**config.mk**
```make
export PLATFORM = sky130hd
export DESIGN_NAME = lsu_agu_exec
export DESIGN_NICKNAME = d
export VERILOG_FILES = /design/src/rtl/core_decode_pkg.sv /design/src/rtl/lsu_align.sv /design/src/rtl/lsu_agu_exec.sv
export SDC_FILE = /design/constraint.sdc
export NUM_CORES = 1
export LEC_CHECK = 0
export ABC_AREA = 1
export CORE_MARGIN = 2
export CORE_UTILIZATION = 52
export CTS_CLUSTER_SIZE = 16
export DETAILED_ROUTE_END_ITERATION = 8
export PLACE_DENSITY = 0.88
export SLEW_MARGIN = 25
export SYNTH_ARGS = -nofsm -noshare
export SYNTH_HDL_FRONTEND = slang
export SYNTH_HIERARCHICAL = 1
export SYNTH_SLANG_ARGS = --single-unit
export TNS_END_PERCENT = 10
```
**constraint.sdc**
```tcl
create_clock -name clk_sys -period 6.1 [get_ports clk_sys]
set_clock_uncertainty 0.2 [all_clocks]
set_input_delay 1.22 -clock clk_sys [delete_from_list [all_inputs] [get_ports clk_sys]]
set_output_delay 1.22 -clock clk_sys [all_outputs]
set_load 0.03 [all_outputs]
```
**src/rtl/core_decode_pkg.sv**
```systemverilog
// Shared decode definitions: instruction type codes, memory-op one-hot
// bit positions on the decode info bus, and the LSU FSM state encoding.
package core_decode_pkg;

  // Instruction type field [13:11] of the decode info bus
  localparam logic [2:0] TYPE_ALU = 3'b000;
  localparam logic [2:0] TYPE_BJP = 3'b001;
  localparam logic [2:0] TYPE_MEM = 3'b010;
  localparam logic [2:0] TYPE_CSR = 3'b011;

  // One-hot op positions for memory ops (bus[7:0])
  localparam int unsigned AGU_LB  = 0;
  localparam int unsigned AGU_LH  = 1;
  localparam int unsigned AGU_LW  = 2;
  localparam int unsigned AGU_LBU = 3;
  localparam int unsigned AGU_LHU = 4;
  localparam int unsigned AGU_SB  = 5;
  localparam int unsigned AGU_SH  = 6;
  localparam int unsigned AGU_SW  = 7;

  // Load/store transaction state
  typedef enum logic [1:0] {
    LSU_IDLE = 2'd0,
    LSU_REQ  = 2'd1,
    LSU_RSP  = 2'd2
  } lsu_state_e;

  // Halfword accesses need bit 0 clear, word accesses need both low bits clear
  function automatic logic is_misaligned(input logic half, input logic word,
                                         input logic [1:0] off);
    return (half & off[0]) | (word & (off != 2'b00));
  endfunction

endpackage

```
**src/rtl/lsu_align.sv**
```systemverilog
// Combinational data steering for the LSU: store byte-lane replication and
// strobe generation, and load byte/halfword extraction with extension.
module lsu_align
  import core_decode_pkg::*;
(
  input  logic        st_sb_i,
  input  logic        st_sh_i,
  input  logic        st_sw_i,
  input  logic [1:0]  st_off_i,
  input  logic [31:0] st_data_i,
  output logic [31:0] st_wdata_o,
  output logic [3:0]  st_wstrb_o,
  input  logic [4:0]  ld_op_i,
  input  logic [1:0]  ld_off_i,
  input  logic [31:0] ld_rdata_i,
  output logic [31:0] ld_data_o
);

  logic [31:0] ld_shifted;

  // Store: replicate the narrow datum across all lanes, enable only its lanes
  always_comb begin
    st_wdata_o = st_data_i;
    st_wstrb_o = '0;
    if (st_sb_i) begin
      st_wdata_o = {4{st_data_i[7:0]}};
      st_wstrb_o = 4'b0001 << st_off_i;
    end else if (st_sh_i) begin
      st_wdata_o = {2{st_data_i[15:0]}};
      st_wstrb_o = 4'b0011 << {st_off_i[1], 1'b0};
    end else if (st_sw_i) begin
      st_wstrb_o = 4'hF;
    end
  end

  // Load: bring the addressed lane down to bit 0, then extend per op
  always_comb begin
    ld_shifted = ld_rdata_i >> {ld_off_i, 3'b000};
    ld_data_o  = ld_rdata_i;
    if (ld_op_i[AGU_LB]) begin
      ld_data_o = {{24{ld_shifted[7]}}, ld_shifted[7:0]};
    end else if (ld_op_i[AGU_LH]) begin
      ld_data_o = {{16{ld_shifted[15]}}, ld_shifted[15:0]};
    end else if (ld_op_i[AGU_LBU]) begin
      ld_data_o = {24'd0, ld_shifted[7:0]};
    end else if (ld_op_i[AGU_LHU]) begin
      ld_data_o = {16'd0, ld_shifted[15:0]};
    end else if (ld_op_i[AGU_LW]) begin
      ld_data_o = ld_rdata_i;
    end
  end

endmodule

```
**src/rtl/lsu_agu_exec.sv**
```systemverilog
// Execute-stage load/store unit: computes rs1+imm, runs one req/gnt/rsp
// transaction on the data-memory port, and writes back aligned load data.
module lsu_agu_exec
  import core_decode_pkg::*;
#(
  parameter int unsigned DECODE_INFO_BUS_WIDTH = 14,
  parameter int unsigned ADDR_WIDTH            = 32
) (
  input  logic                             clk_sys,
  input  logic                             rst_sys,
  input  logic [DECODE_INFO_BUS_WIDTH-1:0] i_decode_info_bus,
  input  logic [31:0]                      i_rs1data_e,
  input  logic [31:0]                      i_rs2data_e,
  input  logic [31:0]                      i_imm_e,
  input  logic [4:0]                       i_rdidx_e,
  input  logic                             i_flush,
  output logic                             o_stall,
  output logic                             o_mem_req,
  output logic                             o_mem_we,
  output logic [ADDR_WIDTH-1:0]            o_mem_addr,
  output logic [31:0]                      o_mem_wdata,
  output logic [3:0]                       o_mem_wstrb,
  input  logic                             i_mem_gnt,
  input  logic                             i_mem_rvalid,
  input  logic [31:0]                      i_mem_rdata,
  output logic                             o_wb_valid,
  output logic [4:0]                       o_wb_rdidx,
  output logic [31:0]                      o_wb_data,
  output logic                             o_misalign
);

  lsu_state_e  state_q, state_d;
  logic        kill_q, kill_d;
  logic        wb_valid_d;
  logic        accept, misalign_pulse;

  logic [31:0] addr_q;
  logic [4:0]  ld_op_q;
  logic        we_q;
  logic [4:0]  rdidx_q;
  logic [31:0] wdata_q;
  logic [3:0]  wstrb_q;

  logic        wb_valid_q;
  logic [4:0]  wb_rdidx_q;
  logic [31:0] wb_data_q;

  logic [2:0]  dec_type;
  logic [7:0]  dec_op;
  logic        mem_op;
  logic [31:0] eff_addr;
  logic        is_half, is_word, misaligned;
  logic [31:0] st_wdata;
  logic [3:0]  st_wstrb;
  logic [31:0] ld_data;
  logic        unused_dec;

  assign dec_type   = i_decode_info_bus[DECODE_INFO_BUS_WIDTH-1 -: 3];
  assign dec_op     = i_decode_info_bus[7:0];
  assign unused_dec = ^i_decode_info_bus[DECODE_INFO_BUS_WIDTH-4:8];
  assign mem_op     = (dec_type == TYPE_MEM) & (|dec_op);
  assign eff_addr   = i_rs1data_e + i_imm_e;
  assign is_half    = dec_op[AGU_LH] | dec_op[AGU_LHU] | dec_op[AGU_SH];
  assign is_word    = dec_op[AGU_LW] | dec_op[AGU_SW];
  assign misaligned = is_misaligned(is_half, is_word, eff_addr[1:0]);

  // Store steering uses the live decode inputs; load steering uses the latched op
  lsu_align u_align (
    .st_sb_i    (dec_op[AGU_SB]),
    .st_sh_i    (dec_op[AGU_SH]),
    .st_sw_i    (dec_op[AGU_SW]),
    .st_off_i   (eff_addr[1:0]),
    .st_data_i  (i_rs2data_e),
    .st_wdata_o (st_wdata),
    .st_wstrb_o (st_wstrb),
    .ld_op_i    (ld_op_q),
    .ld_off_i   (addr_q[1:0]),
    .ld_rdata_i (i_mem_rdata),
    .ld_data_o  (ld_data)
  );

  // Next-state, accept/misalign decisions and writeback qualification
  always_comb begin
    state_d        = state_q;
    kill_d         = kill_q;
    wb_valid_d     = 1'b0;
    accept         = 1'b0;
    misalign_pulse = 1'b0;
    unique case (state_q)
      LSU_IDLE: begin
        if (mem_op && !i_flush) begin
          if (misaligned) begin
            misalign_pulse = 1'b1;
          end else begin
            accept  = 1'b1;
            kill_d  = 1'b0;
            state_d = LSU_REQ;
          end
        end
      end
      LSU_REQ: begin
        // A flush coinciding with grant cannot retract the bus transfer,
        // so it is carried into RSP as a kill instead.
        if (i_mem_gnt) begin
          state_d = LSU_RSP;
          kill_d  = i_flush;
        end else if (i_flush) begin
          state_d = LSU_IDLE;
        end
      end
      LSU_RSP: begin
        if (i_mem_rvalid) begin
          state_d    = LSU_IDLE;
          wb_valid_d = (|ld_op_q) & ~kill_q & ~i_flush;
          kill_d     = 1'b0;
        end else if (i_flush) begin
          kill_d = 1'b1;
        end
      end
      default: state_d = LSU_IDLE;
    endcase
  end

  // FSM state and kill flag
  always_ff @(posedge clk_sys or negedge rst_sys) begin
    if (!rst_sys) begin
      state_q <= LSU_IDLE;
      kill_q  <= 1'b0;
    end else begin
      state_q <= state_d;
      kill_q  <= kill_d;
    end
  end

  // Request latches, captured on accept and held until the next accept
  always_ff @(posedge clk_sys or negedge rst_sys) begin
    if (!rst_sys) begin
      addr_q  <= '0;
      ld_op_q <= '0;
      we_q    <= 1'b0;
      rdidx_q <= '0;
      wdata_q <= '0;
      wstrb_q <= '0;
    end else if (accept) begin
      addr_q  <= eff_addr;
      ld_op_q <= dec_op[AGU_LHU:AGU_LB];
      we_q    <= |dec_op[AGU_SW:AGU_SB];
      rdidx_q <= i_rdidx_e;
      wdata_q <= st_wdata;
      wstrb_q <= st_wstrb;
    end
  end

  // Load writeback register, one cycle behind rvalid
  always_ff @(posedge clk_sys or negedge rst_sys) begin
    if (!rst_sys) begin
      wb_valid_q <= 1'b0;
      wb_rdidx_q <= '0;
      wb_data_q  <= '0;
    end else begin
      wb_valid_q <= wb_valid_d;
      if (wb_valid_d) begin
        wb_rdidx_q <= rdidx_q;
        wb_data_q  <= ld_data;
      end
    end
  end

  // Combinational outputs are gated by reset so the port reads all-zero in reset
  assign o_stall     = rst_sys & (accept | (state_q != LSU_IDLE));
  assign o_misalign  = rst_sys & misalign_pulse;
  assign o_mem_req   = (state_q == LSU_REQ);
  assign o_mem_we    = we_q;
  assign o_mem_addr  = {addr_q[ADDR_WIDTH-1:2], 2'b00};
  assign o_mem_wdata = wdata_q;
  assign o_mem_wstrb = wstrb_q;
  assign o_wb_valid  = wb_valid_q;
  assign o_wb_rdidx  = wb_rdidx_q;
  assign o_wb_data   = wb_data_q;

endmodule

```
==> results of run 1 <==
[cells in the mapped netlist, drive strengths merged]
master | n | area (sq um)
nand4 | 3 | 18.8
a31oi | 1 | 12.5
and2 | 1 | 6.26
a21boi | 1 | 7.51
a21oi | 38 | 190
conb | 1 | 3.75
xnor2 | 15 | 131
nand3b | 4 | 42.5
buf | 69 | 513
mux2 | 8 | 90.1
nand2 | 612 | 2300
clkbuf | 8 | 30.0
xor2 | 1 | 8.76
nor3 | 10 | 61.3
dfrtp | 120 | 3000
ha | 35 | 438
o21bai | 3 | 22.5
o21a | 1 | 7.51
nor2 | 59 | 250
or2 | 1 | 6.26
fa | 1 | 20.0
o21ai | 67 | 335
a21o | 1 | 7.51
o22ai | 1 | 6.26
o211ai | 7 | 52.6
nand3 | 76 | 400
inv | 152 | 571
[worst register-to-register path, delay by kind of cell, from the launching register on]
family                   cells  cell delay [ns]
AO/OA/AOI/OAI                1             0.14
flip-flops                   1             0.41
buffers and inverters        3             1.10
AND/OR/NAND/NOR              1             0.11
adder cells (fa/ha/maj)      1             0.30
[flip-flops by register name, indices dropped and copies added (netlist names)]
signal / flops
ld_op_q: 5
state_q: 2
o_mem_we: 1
o_mem_wstrb: 4
addr_q: 32
o_wb_rdidx: 5
o_wb_data: 32
o_mem_wdata: 32
rdidx_q: 5
kill_q: 1
o_wb_valid: 1
[area by class of cell]
cell class / count / area, sq um
diodes: 1 / 2.50
inverters: 152 / 571
clock inverters: 12 / 188
repair buffers: 263 / 2610
flip-flops and latches: 120 / 3000
multi-input cells: 948 / 4440
fillers: 1297 / 4400
clock buffers: 20 / 457
well taps: 216 / 270
[report_power, final]
group	internal, W	leakage, nW	switching [W]	total [W]
Sequential	0.00109	1.60	0.000205	0.00129
Clock	0.000712	0.308	0.000384	0.00110
Combinational	0.000864	4.28	0.00132	0.00218
Total	0.00266	6.20	0.00191	0.00457
[worst max path at each step]
| stage | startpoint | endpoint | slack, ns | cells past startpoint |
|---|---|---|---|---|
| global placement | i_rs1data_e[0] | o_stall | 0.88 | 8 |
| global route | i_rs1data_e[0] | o_stall | 0.72 | 8 |
| floorplan | i_rs1data_e[0] | o_stall | 1.63 | 6 |
| CTS | i_rs1data_e[0] | o_stall | 0.85 | 8 |
| detailed placement | i_rs1data_e[0] | o_stall | 0.86 | 8 |
| finish | i_rs1data_e[0] | o_stall | 0.85 | 8 |
[metrics by stage]
step / area (sq um) / setup WS (ns) / total power, W / hold WS, ns / std cells
6_report: 11500 / 0.848 / 0.00457 / 0.275 / 1732
5_1_grt: 11500 / 0.716 / 0.00482 / 0.291 / 1731
4_1_cts: 11500 / 0.847 / 0.00458 / 0.279 / 1731
3_5_place_dp: 10900 / 0.857 / 0.00347 / 0.264 / 1699
3_3_place_gp: 10900 / 0.885 / 0.00342 / 0.252 / 1699
2_1_floorplan: 8540 / 1.63 / 0.00272 / 0.242 / 1297
[layer usage]
metal  up-vias  part of all wire (%)  wire length (um)  GRT usage, %
li1       4381                     -                 -             -
met1      4002                    41             10400          34.6
met2       380                    49             12300          49.7
met3        68                   6.5              1630          5.69
met4         0                   3.4               864          11.8
met5         -                     0                 0             0
[logic make-up after synthesis]
group / after synthesis / share of synthesized area (%)
AOI/OAI and AO/OA: 120 / 7.52
buffers and inverters: 229 / 13.0
and+or+nand+nor: 766 / 36.2
xor gates and xnor gates: 16 / 1.64
adders and majority gates: 36 / 5.36
muxes: 8 / 1.05
DFF: 120 / 35.2
other: 1 / 0.0439
==> metrics.md, run 1 <==
| Metric | Value |
|---|---|
| Hold Buf Count CTS | 0 |
| DIE WIDTH | 132 um |
| Routability cong. | 0.930 |
| Layout cells sized above 1 | 4.16% |
| Min-Delay Path Class | reg -> reg |
| Pins Over Slew Limit | 0 |
| Pwr Density | 396 nW/um^2 |
| Die height | 132 um |
| CP cell instances | clkdlybuf4s50_1 -> ha_1 -> fa_1 -> o22ai_1 -> o21a_1 -> nand2_1 -> a21boi_0 -> clkdlybuf4s50_1 |
| Layout area overhead | 35.1% |
| Reg2Reg Capture Point | rdidx_q[4]$_DFFE_PN0P_ |
| Sequential share of the synthesized area | 35.2% |
| Commonest non-fill, non-tap cell in the layout | nand2_1 |
| Cts bufs inserted | 17 |
| First-pass GRT wire length | 40100 um |
| GR Overflow Total | 0 |
| Io pins | 262 |
| RSZ-0062 raised after global routing | no |
| Drt pass-1 iters | 5 |
| Distinct cells, synth | 39 |
| Status | finished clean |
| Clock Sinks | 120 |
| Vias | 8831 |
| # setup viols final | 0 |
| CP top delay family | buffers and inverters |
| R2R depth | 6 |
| Via/cell ratio | 5.10 |
| Hold path cells | 2 |
| Largest net degree at the start of global routing | 95 |
| Least-Margin Pin Slew | 0.933 ns |
| PortBufs | 256 |
| Peak supply drop | 0.000216 V |
| Critical path buffer and inverter count | 2 |
| Synthesized cell area | 8540 sq um |
| Critical path class | in -> out |
| Crit path max-delay cell type | clkdlybuf4s50_1 |
| Routed len/inst | 14.5 um |
| Vias in the first global route | 8379 |
| #FFs+latches synth | 120 |
| Dpl hpwl | 19200 um |
| Worst Path Required | 4.68 ns |
| Hold path start | o_wb_data[5]$_DFFE_PN0P_ |
| Most frequent cells in the layout | nand2_1 (611), clkdlybuf4s50_1 (255), inv_1 (148) |
| Critical Path End Type | output pin |
| Antenna Nets Post-Route | 0 |
| Clk_lat worst skew | 0.41 ns |
| Avg Inst Size Synth | 6.59 sq um |
| # nets final | 1690 |
| Setup Fix Bufs, Post-CTS | 0 |
| Fmax | 190 MHz |
| Total track usage | 28.6% |
| Final core occ | 72.4% |
| CTS tree | done |
| Flop-to-flop setup slack | 3.73 ns |
| Rows | 46 |
| H-tree depth | 4 |
| Critical Path Most Common Cell | clkdlybuf4s50_1 |
| Initial core utilization | 53.6% |
| Area of the core | 15900 sq um |
| Hold Vio Cnt, Final | 0 |
| Startpoint Class | input pin |
| Final Routed Wirelength | 25200 um |
| CTS root buffer | clkbuf_16 |
| Setup TNS | 0 ns |
| Worst Path Max Fanout | 5 |
| Fin crit period | 5.25 ns |
| Crit path arrival time | 3.83 ns |
| Relative slew margins | 37.8% |
| CTS resizes | 0 |
| Tcrit/Tclk final | 86.1% |
| Die area | 17500 sq um |
| Clk slew on worst S/H paths | 0.05 ns |
| Max-cap violations | 0 |
| Worst Hold Path EP | o_wb_data[5]$_DFFE_PN0P_ |
| Yosys warnings | 6 |
| Cell count after synthesis | 1296 |
| Clock buffer depth | 2 |
| Cell leakage power | 6.20 nW |
| Initial drt markers | 634 |
| Initial antenna violation count | 0 |
| Slowest stage delay, CP | 0.70 ns |
| DRC | 0 |
| Reg-to-reg startpoint | state_q[0]$_DFFE_PN0P_ |
Note: power is estimated with default switching activity, not from simulation.
==> run 2, diff against run 1 <==
GPL_ROUTABILITY_DRIVEN = 0   (was unset)
HOLD_SLACK_MARGIN = 0.1   (was unset)
==> metrics.md, run 2 (synthesized netlist as in run 1, its figures left out) <==
| Metric | Value |
|---|---|
| Status | finished clean |
| # nets final | 1688 |
| Commonest non-fill, non-tap cell in the layout | nand2_1 |
| Hold path cells | 2 |
| Least-Margin Pin Slew | 0.932 ns |
| Pwr Density | 389 nW/um^2 |
| Initial antenna violation count | 0 |
| Drt pass-1 iters | 5 |
| Clk_lat worst skew | 0.41 ns |
| GR Overflow Total | 0 |
| Total track usage | 28.2% |
| Hold Vio Cnt, Final | 0 |
| Worst Path Max Fanout | 5 |
| Io pins | 262 |
| Clock buffer depth | 2 |
| Cts bufs inserted | 17 |
| Fin crit period | 5.21 ns |
| Initial drt markers | 694 |
| Clk slew on worst S/H paths | 0.05 ns |
| Setup TNS | 0 ns |
| Layout area overhead | 34.1% |
| RSZ-0062 raised after global routing | no |
| Dpl hpwl | 18700 um |
| # diodes | 0 |
| # setup viols final | 0 |
| Crit path arrival time | 3.79 ns |
| Max-cap violations | 0 |
| Cell leakage power | 6.15 nW |
| Pins Over Slew Limit | 0 |
| Final Routed Wirelength | 24800 um |
| Via/cell ratio | 5.21 |
| Final Worst Setup Slack | 0.888 ns |
| DIE WIDTH | 132 um |
| Initial core utilization | 53.6% |
| Placed inst area | 10900 sq um |
| CTS resizes | 0 |
| Peak supply drop | 0.000207 V |
| Vias | 9011 |
| Routed len/inst | 14.3 um |
| Relative slew margins | 37.9% |
| Area of the core | 15900 sq um |
| CTS tree | done |
| R2R depth | 8 |
| Die height | 132 um |
| H-tree depth | 4 |
| Die area | 17500 sq um |
| Post-place setup slack | 0.878 ns |
| Final instance area | 11500 sq um |
| Layout cells sized above 1 | 3.97% |
| Fmax | 192 MHz |
| Min-Delay Path Class | reg -> reg |
| DRC | 0 |
| Critical path class | in -> out |
| Critical Path End Type | output pin |
| Worst Path Required | 4.68 ns |
| Antenna Nets Post-Route | 0 |
| Rows | 46 |
| Tcrit/Tclk final | 85.4% |
| Largest net degree at the start of global routing | 95 |
| Vias in the first global route | 8456 |
| Most frequent cells in the layout | nand2_1 (611), clkdlybuf4s50_1 (255), inv_1 (148) |
| CTS root buffer | clkbuf_16 |
| Clock Sinks | 120 |
| Setup Fix Bufs, Post-CTS | 0 |
| Hold Buf Count CTS | 0 |
| PortBufs | 256 |
| First-pass GRT wire length | 39800 um |
| Startpoint Class | input pin |
==> run 2: cell count changes in the layout (fill, tap and decap cells not counted), sizes merged <==
| cell | before | now |
|---|---|---|
| clkinv | 2 | 6 |
| clkinvlp | 2 | 4 |
| inv | 156 | 152 |
| bufinv | 4 | 2 |
| diode | 1 | 0 |
| buf | 8 | 6 |
==> run 2: where the power goes <==
part	switching (W)	internal [W]
Clock	0.000367	0.000609
Combinational	0.00132	0.000864
Sequential	0.000209	0.00109
Total	0.00190	0.00256
==> run 2: per-layer routing <==
layer,vias to the layer above,wire length [um],GRT usage (%)
met5,-,0,0
met2,436,12200,49.2
met4,0,995,12.9
met1,4106,9770,34.0
met3,88,1880,4.84
li1,4381,-,-
==> run 2: final cells by class <==
type                            count  area [sq um]
Inverter                          152           573
Fill cell                        1289          4490
Timing Repair Buffer              261          2600
Sequential cell                   120          3000
Clock inverter                     12           128
Multi-Input combinational cell    948          4440
Clock buffer                       20           447
Tap cell                          216           270
==> run 2: metrics by stage <==
step / hold WS [ns] / power (W) / instances / utilization (%)
after floorplan: 0.242 / 0.00272 / 1297 / -
after global placement: 0.249 / 0.00341 / 1697 / 68.2
final: 0.274 / 0.00446 / 1729 / 71.9
after detailed placement: 0.257 / 0.00347 / 1697 / 68.2
after CTS: 0.271 / 0.00446 / 1729 / 71.8
after global routing: 0.294 / 0.00470 / 1729 / 71.9
==> run 2: final timing paths <==
path	start	endpoint	slack (ns)
worst max-delay path	i_rs1data_e[0]	o_stall	0.89
worst max register to register	ld_op_q[1]$_DFFE_PN0P_	o_wb_data[0]$_DFFE_PN0P_	3.70
max in group asynchronous	rst_sys	o_wb_data[9]$_DFFE_PN0P_	3.97
worst min register to register	rdidx_q[1]$_DFFE_PN0P_	o_wb_rdidx[1]$_DFFE_PN0P_	0.27
min in group asynchronous	rst_sys	o_wb_rdidx[4]$_DFFE_PN0P_	0.62
worst min-delay path	rdidx_q[1]$_DFFE_PN0P_	o_wb_rdidx[1]$_DFFE_PN0P_	0.27
==> run 2: critical path, stage by stage <==
cell             delay [ns]
clkdlybuf4s50_1        0.46
ha_1                   0.22
fa_1                   0.52
o22ai_1                0.18
o21a_1                 0.22
nand2_1                0.09
a21boi_0               0.18
clkdlybuf4s50_1        0.70
==> run 3, diff against run 2 <==
CORE_UTILIZATION = 53   (was 52)
CTS_BUF_LIST = sky130_fd_sc_hd__clkbuf_8   (was unset)
PLACE_DENSITY = 0.89   (was 0.88)
==> metrics.md, run 3 (synthesized netlist as in run 1, its figures left out) <==
| Metric | Value |
|---|---|
| Relative slew margins | 37.3% |
| Initial drt markers | 608 |
| Max-cap violations | 0 |
| CP top delay family | buffers and inverters |
| Critical Path End Type | output pin |
| Pwr Density | 376 nW/um^2 |
| Vias | 8951 |
| GR Overflow Total | 0 |
| Via/cell ratio | 5.17 |
| Cell leakage power | 6.10 nW |
| H-tree depth | 4 |
| Vias in the first global route | 8274 |
| Setup Fix Bufs, Post-CTS | 0 |
| Most frequent cells in the layout | nand2_1 (611), clkdlybuf4s50_1 (255), inv_1 (148) |
| Largest net degree at the start of global routing | 95 |
| Clk slew on worst S/H paths | 0.08 ns |
| Clock buffer depth | 2 |
| Rows | 46 |
| Cts bufs inserted | 17 |
| Clk_lat worst skew | 0.44 ns |
| Final Worst Setup Slack | 0.842 ns |
| Placed inst area | 10900 sq um |
| Clock Sinks | 120 |
| Fin crit period | 5.26 ns |
| Total power | 0.00424 W |
| Setup TNS | 0 ns |
| Routed len/inst | 14.2 um |
| Worst Path Required | 4.68 ns |
| PortBufs | 256 |
| Final core occ | 71.4% |
| CTS resizes | 0 |
| Tcrit/Tclk final | 86.2% |
| Area of the core | 15800 sq um |
| Multi-input gate area | 4440 sq um |
| Hold Vio Cnt, Final | 0 |
| Global Route met3 Usage | 4.76% |
| RSZ-0062 raised after global routing | no |
| DRC | 0 |
| Dpl hpwl | 18600 um |
| Startpoint Class | input pin |
| Slowest stage delay, CP | 0.70 ns |
| DIE WIDTH | 131 um |
| Flop-to-flop setup slack | 3.56 ns |
| CP cell instances | clkdlybuf4s50_1 -> ha_1 -> fa_1 -> o22ai_1 -> o21a_1 -> nand2_1 -> a21boi_0 -> clkdlybuf4s50_1 |
| Least-Margin Pin Slew | 0.941 ns |
| # setup viols final | 0 |
| Critical path buffer and inverter count | 2 |
| Antenna Nets Post-Route | 0 |
| Min-Delay Path Class | reg -> reg |
| Critical Path Most Common Cell | clkdlybuf4s50_1 |
| Drt pass-1 iters | 6 |
| Io pins | 262 |
| GRT busiest layer | met2 |
| Worst Path Max Fanout | 5 |
| Critical path class | in -> out |
| Fmax | 190 MHz |
| Register area | 3000 sq um |
| Grt met1 use | 32.5% |
| Final instance area | 11300 sq um |
| Hold Buf Count CTS | 0 |
| Crit path max-delay cell type | clkdlybuf4s50_1 |
| Final Routed Wirelength | 24600 um |
| Initial antenna violation count | 0 |
| First-pass GRT wire length | 37900 um |
| # diodes | 0 |
| Layout fillers | 1261 |
| Die height | 131 um |
| Met2 Usage GRT | 50.1% |
| Status | finished clean |
| Peak supply drop | 0.000166 V |
| # nets final | 1689 |
| Layout area overhead | 32.3% |
| Die area | 17100 sq um |
| Crit path arrival time | 3.84 ns |
| Post-place setup slack | 0.855 ns |
| CTS root buffer | clkbuf_8 |
| Pins Over Slew Limit | 0 |
| Initial core utilization | 54.0% |
| CTS tree | done |
| Total track usage | 28.2% |
| Commonest non-fill, non-tap cell in the layout | nand2_1 |
| Layout cells sized above 1 | 4.16% |
run 3: cell types whose count changed in the layout (fill, tap and decap cells not counted), sizes merged:
cell / previous run / this run
buf: 6 / 7
clkinv: 6 / 3
inv: 152 / 162
clkinvlp: 4 / 0
clkbuf: 20 / 17
run 3: final cells by class:
type	instances	share of cell area, %
clock buffer	17	2.07
clock inverter	15	1.57
inverter	152	5.05
multi-input combinational	948	39.3
sequential	120	26.6
tap	216	2.39
timing repair buffer	262	23.1
run 3: power breakdown:
group | switching [W] | leakage [nW] | internal (W)
Sequential | 0.000214 | 1.60 | 0.00109
Combinational | 0.00133 | 4.28 | 0.000863
Clock | 0.000372 | 0.213 | 0.000380
run 3: worst register-to-register path, stage by stage (launching register included):
cell	delay (ns)
dfrtp_1	0.48
nor2_2	0.21
inv_2	0.07
nor3_4	0.68
inv_1	0.36
nand2_1	0.18
nand2_1	0.11
nand2_1	0.09
nand2_1	0.06
run 3: per-layer routing:
layer	wire length, um	share of wire [%]	up-vias
li1	-	-	4386
met5	0	0	-
met2	12100	49	466
met3	1990	8.1	89
met1	9400	38	4010
met4	1110	4.5	0
run 3: path summary, 6_finish.rpt:
check	cells after the start	endpoint	start
hold reg to reg	2	o_wb_rdidx[2]$_DFFE_PN0P_	rdidx_q[2]$_DFFE_PN0P_
setup / recovery	8	o_stall	i_rs1data_e[0]
setup reg to reg	8	o_wb_data[3]$_DFFE_PN0P_	ld_op_q[1]$_DFFE_PN0P_
max in group asynchronous	2	o_mem_wdata[7]$_DFFE_PN0P_	rst_sys
min in group asynchronous	1	o_wb_data[1]$_DFFE_PN0P_	rst_sys
hold / removal	2	o_wb_rdidx[2]$_DFFE_PN0P_	rdidx_q[2]$_DFFE_PN0P_
run 3: metrics by stage:
stage | cells | hold WS [ns]
after CTS | 1730 | 0.273
final | 1730 | 0.266
after floorplan | 1297 | 0.242
after detailed placement | 1698 | 0.253
after global placement | 1698 | 0.253
after global routing | 1730 | 0.291
==> RTL change 1, RTL diff (flow settings as in run 2) <==
`AGU_SB`: 5 -> 6.
--- a/src/rtl/core_decode_pkg.sv
+++ b/src/rtl/core_decode_pkg.sv
@@ -16,3 +16,3 @@
   localparam int unsigned AGU_LHU = 4;
-  localparam int unsigned AGU_SB  = 5;
+  localparam int unsigned AGU_SB  = 6;
   localparam int unsigned AGU_SH  = 6;
Formal check against the unedited RTL: not equivalent (Yosys sat finds a counterexample within 4 cycles, from zero or initial values and one cycle with rst_sys low).
==> RTL change 1 against run 2 <==
Global-route usage grew 0.55 points; non-clock buffer count is the same; register-to-register slack barely moved; largest cell class unchanged; cell area barely moved; synthesized cell count hardly changed; sequential cell count did not move; critical path depth did not move; sequential share of layout area hardly changed; area after synthesis rose by 0.10%; routed wire length increased by 1.7%; sequential power about the same; critical endpoint unchanged; worst setup slack barely moved; total power up 0.47%.
==> RTL change 1: results (changes against run 2) <==
Final layout
  – Nets: 1689 (was 1688)
  – Cell Count, Final, Fillers Out: 1730 (was 1729)
  – Ratio of cells with drive above 1 in the final layout: 4.10% (was 3.97%)
  – # diodes: 0 (unchanged)

Drt
  – Vias per inst: 5.19 (was 5.21)
  – WL final: 25200 um (was 24800 um)
  – Starting DRC count in detailed routing: 685 (was 694)

Power and ir drop
  – Static leakage: 6.18 nW (was 6.15 nW)
  – Peak supply drop: 0.215 mV (was 0.207 mV)

Place
  – Detailed placement HPWL: 18800 um (was 18700 um)
  – Placed inst area: 10900 um2 (about the same)
  – Pre-CTS setup slack: 0.900 ns (was 0.878 ns)

Clocking
  – Root Buffer: clkbuf_16 (unchanged)
  – CTS Buf Count: 17 (unchanged)
  – H-tree levels: 4 (unchanged)
  – Post-CTS Setup Bufs: 0 (unchanged)
  – Reg clk slew, reported paths: 0.05 ns (about the same)
  – Skew-Pair Late Insertion Delay: 0.42 ns

Min path
  – Hold Crit Start: o_wb_data[31]$_DFFE_PN0P_ (was rdidx_q[1]$_DFFE_PN0P_)
  – Hold-critical path depth: 2 (unchanged)
  – Min-delay worst type: reg2reg (unchanged)
  – Worst Hold End: o_wb_data[31]$_DFFE_PN0P_ (was o_wb_rdidx[1]$_DFFE_PN0P_)

Synthesis
  – Synth top area share: 35.1% (was 35.2%)
  – Commonest cells post-synth: nand2_1 (610), inv_1 (150), dfrtp_1 (120), nand3_1 (71), o21ai_0 (67) (was nand2_1 (611), inv_1 (148), dfrtp_1 (120), nand3_1 (72), o21ai_0 (66))
  – Library cells used by synthesis: 39 (unchanged)
  – Post-synthesis sequential area ratio: 35.1% (was 35.2%)
  – Top_reg_cell synth: dfrtp_1 (unchanged)
  – Largest cells by area after synthesis: dfrtp_1 (35%), nand2_1 (27%), inv_1 (6.6%), ha_1 (5.1%), buf_4 (4.3%) (was dfrtp_1 (35%), nand2_1 (27%), inv_1 (6.5%), ha_1 (5.1%), nand3_1 (4.2%))
  – Syn Area/Cell: 6.59 um2 (about the same)

Timing
  – Slew HR: 38.3% (was 37.9%)
  – Hold Slack: 0.277 ns (was 0.274 ns)
  – Period utilization: 85.4% (about the same)

Critical path
  – Worst Path Max Fanout: 5 (unchanged)
  – R2r worst-path depth: 8 (unchanged)
  – R2R setup slack: 3.70 ns (about the same)
  – Worst r2r src: ld_op_q[1]$_DFFE_PN0P_ (unchanged)

GRT
  – First-pass GRT wire length: 40700 um (was 39800 um)
  – GR Util All Layers: 28.7% (was 28.2%)
  – Vias in the first global route: 8692 (was 8456)
  – Largest net degree at the start of global routing: 96 (was 95)

Outcome
  – Outcome: completed (unchanged)
==> RTL change 1: cell types whose count changed in the layout (fill, tap and decap cells not counted), moves of 2 or more <==
cell,run 2,this run
clkbuf_1,2,0
clkinvlp_4,4,1
nor3_1,9,7
inv_6,0,3
inv_1,148,150
clkinv_2,4,1
clkinv_4,2,7
==> RTL change 1: per-layer routing <==
layer | track usage (%) | wire (um) | part of all wire [%]
met3 | 5.61 | 1940 | 7.7
met4 | 14.9 | 1210 | 4.8
met1 | 33.8 | 9940 | 39
met2 | 50.0 | 12100 | 48
met5 | 0 | 0 | 0
==> RTL change 1: logic make-up after synthesis <==
| group | count (synthesis) | share of synthesized area [%] |
|---|---|---|
| other | 1 | 0.0439 |
| AO/OA/AOI/OAI | 121 | 7.57 |
| flip-flops | 120 | 35.1 |
| buffers and inverters | 231 | 13.1 |
| multiplexers | 8 | 1.05 |
| AND/OR/NAND/NOR | 764 | 36.1 |
| XOR/XNOR | 16 | 1.64 |
| adder cells (fa/ha/maj) | 36 | 5.36 |
==> RTL change 1: critical path, stage by stage <==
cell and delay [ns]:
clkdlybuf4s50_1 0.46, ha_1 0.22, fa_1 0.52, o22ai_1 0.19
o21a_1 0.23, nand2_1 0.09, a21boi_0 0.18, clkdlybuf4s50_1 0.69
==> RTL change 1: cell type report <==
type | count | area (um2)
Inverter | 154 | 578
Sequential cell | 120 | 3000
Timing Repair Buffer | 261 | 2600
Fill cell | 1276 | 4530
Clock buffer | 18 | 439
Clock inverter | 14 | 141
Tap cell | 216 | 270
Multi-Input combinational cell | 947 | 4430
==> RTL change 1: power by group <==
group | internal [mW] | leakage [nW] | switching, mW
sequential | 1.09 | 1.60 | 0.211
combinational | 0.865 | 4.29 | 1.34
clock | 0.580 | 0.283 | 0.399
==> RTL change 2, RTL diff (settings of run 2) <==
Made on the original files. Encoding of `lsu_state_e`: now one-hot (3 bits for 3 states).
--- a/src/rtl/core_decode_pkg.sv
+++ b/src/rtl/core_decode_pkg.sv
@@ -21,6 +21,6 @@
   // Load/store transaction state
-  typedef enum logic [1:0] {
-    LSU_IDLE = 2'd0,
-    LSU_REQ  = 2'd1,
-    LSU_RSP  = 2'd2
+  typedef enum logic [2:0] {
+    LSU_IDLE = 3'b001,
+    LSU_REQ  = 3'b010,
+    LSU_RSP  = 3'b100
   } lsu_state_e;
Check against the original RTL: same outputs for any inputs over 4 cycles, from zero or initial values and one cycle with rst_sys low; so few cycles prove little.
==> RTL change 2 against run 2 <==
Area after synthesis barely moved; count of clock-buffer cells in the layout down 3; combinational power shrank 27%; critical path type unchanged; sequential cell count up 1; routed wire length shrank 1.9%; cell area is 0.38% higher; via count fell by 2.0%; highest routed layer unchanged; fmax is 0.42% lower; total power decreased by 16%; largest cell class unchanged; worst setup slack worse by 0.022 ns; core utilization grew 0.27 points.
==> RTL change 2: results (changes against run 2) <==
Drt
  – Starting DRC count in detailed routing: 673 (was 694)
  – DR WL met2: 12200 um (about the same)
  – Met3 routed wirelength: 1620 um (was 1880 um)
  – WL final: 24300 um (was 24800 um)
  – Met1 WL: 9550 um (was 9770 um)
  – Vias per inst: 5.11 (was 5.21)

Clocking
  – # resized after CTS: 0 (unchanged)
  – Post-CTS Setup Bufs: 0 (unchanged)
  – Root Buffer: clkbuf_16 (unchanged)

Critical path
  – Reg2reg end: o_wb_data[3]$_DFFE_PN0P_ (was o_wb_data[0]$_DFFE_PN0P_)
  – Setup crit end: o_stall (unchanged)
  – R2R setup slack: 3.75 ns (was 3.70 ns)
  – Worst Path Max Fanout: 5 (unchanged)
  – Worst setup startpoint: i_imm_e[0] (was i_rs1data_e[0])
  – Worst r2r src: state_q[1]$_DFFE_PN0P_ (was ld_op_q[1]$_DFFE_PN0P_)
  – Worst path arrival time: 3.81 ns (was 3.79 ns)

Timing
  – Slew HR: 40.0% (was 37.9%)
  – Maximum clock frequency: 191 MHz (was 192 MHz)

GRT
  – Largest net degree at the start of global routing: 64 (was 95)
  – Vias in the first global route: 8415 (was 8456)
  – First-pass GRT wire length: 39200 um (was 39800 um)
  – GR Util All Layers: 27.8% (was 28.2%)

Min path
  – Hold Crit Start: rdidx_q[0]$_DFFE_PN0P_ (was rdidx_q[1]$_DFFE_PN0P_)
  – Worst Hold End: o_wb_rdidx[0]$_DFFE_PN0P_ (was o_wb_rdidx[1]$_DFFE_PN0P_)

Power and ir drop
  – Peak supply drop: 0.238 mV (was 0.207 mV)
  – Static leakage: 6.18 nW (was 6.15 nW)
  – Sw frac: 40.3% (was 42.6%)

Synthesis
  – Largest cells by area after synthesis: dfrtp_1 (35%), nand2_1 (27%), inv_1 (6.5%), ha_1 (4.5%), nand3_1 (4.5%) (was dfrtp_1 (35%), nand2_1 (27%), inv_1 (6.5%), ha_1 (5.1%), nand3_1 (4.2%))
  – Post-synthesis sequential area ratio: 35.5% (was 35.2%)
  – Library cells used by synthesis: 40 (was 39)
  – Commonest cells post-synth: nand2_1 (605), inv_1 (148), dfrtp_1 (120), nand3_1 (77), nor2_1 (56) (was nand2_1 (611), inv_1 (148), dfrtp_1 (120), nand3_1 (72), o21ai_0 (66))
  – Async S/R FF share, synth: 100% (unchanged)

Outcome
  – Outcome: completed (unchanged)

Final layout
  – Nets: 1683 (was 1688)
  – Ratio of cells with drive above 1 in the final layout: 4.63% (was 3.97%)
  – # fillers: 1293 (was 1289)

Place
  – Detailed placement HPWL: 18400 um (was 18700 um)
  – Pre-CTS setup slack: 0.894 ns (was 0.878 ns)
  – Placed inst area: 10900 um2 (about the same)
## RTL change 2: cell count changes in the layout (fill, tap and decap cells not counted), moves of 2 or more
cell / delta
o21ai_1: +10
inv_6: +5
buf_4: +2
clkinv_2: -2
nand2_1: -6
o21ai_0: -11
nor3_2: +2
nor3_1: -3
clkbuf_1: -2
ha_1: -4
inv_2: +2
nand3_1: +5
## RTL change 2: power by group through the flow
stage               sequential [mW]  clock, mW  combinational, mW
floorplan                      1.27          0              0.965
global placement               1.14          0               1.55
detailed placement             1.15          0               1.58
CTS                            1.14       1.02               1.60
global route                   1.17       1.05               1.73
finish                         1.14       1.01               1.60
## RTL change 2: cell type report
class / count / share of cell area [%]
multi-input cells: 943 / 38.4
flip-flops and latches: 121 / 26.3
repair buffers: 263 / 22.8
inverters: 153 / 4.99
clock buffers: 17 / 3.70
well taps: 216 / 2.35
clock inverters: 15 / 1.44
## RTL change 2: per-layer routing
metal | track usage (%) | up-vias
met2 | 49.4 | 390
met4 | 13.5 | 0
met3 | 4.81 | 74
met1 | 32.5 | 4003
li1 | - | 4367
met5 | 0 | -
## RTL change 2: per-stage QoR
stage | instances | util (%) | hold WS [ns]
final | 1728 | 72.1 | 0.269
after global routing | 1728 | 72.1 | 0.291
after CTS | 1728 | 72.1 | 0.273
after detailed placement | 1696 | 68.4 | 0.256
after global placement | 1696 | 68.4 | 0.251
after floorplan | 1294 | - | 0.242
## RTL change 2: cell families after synthesis
group | share of synthesized area (%)
buffers and inverters | 12.9
adder cells (fa/ha/maj) | 4.78
AO/OA/AOI/OAI | 7.34
flip-flops | 35.5
XOR/XNOR | 1.54
multiplexers | 1.06
other | 0.0439
AND/OR/NAND/NOR | 36.9
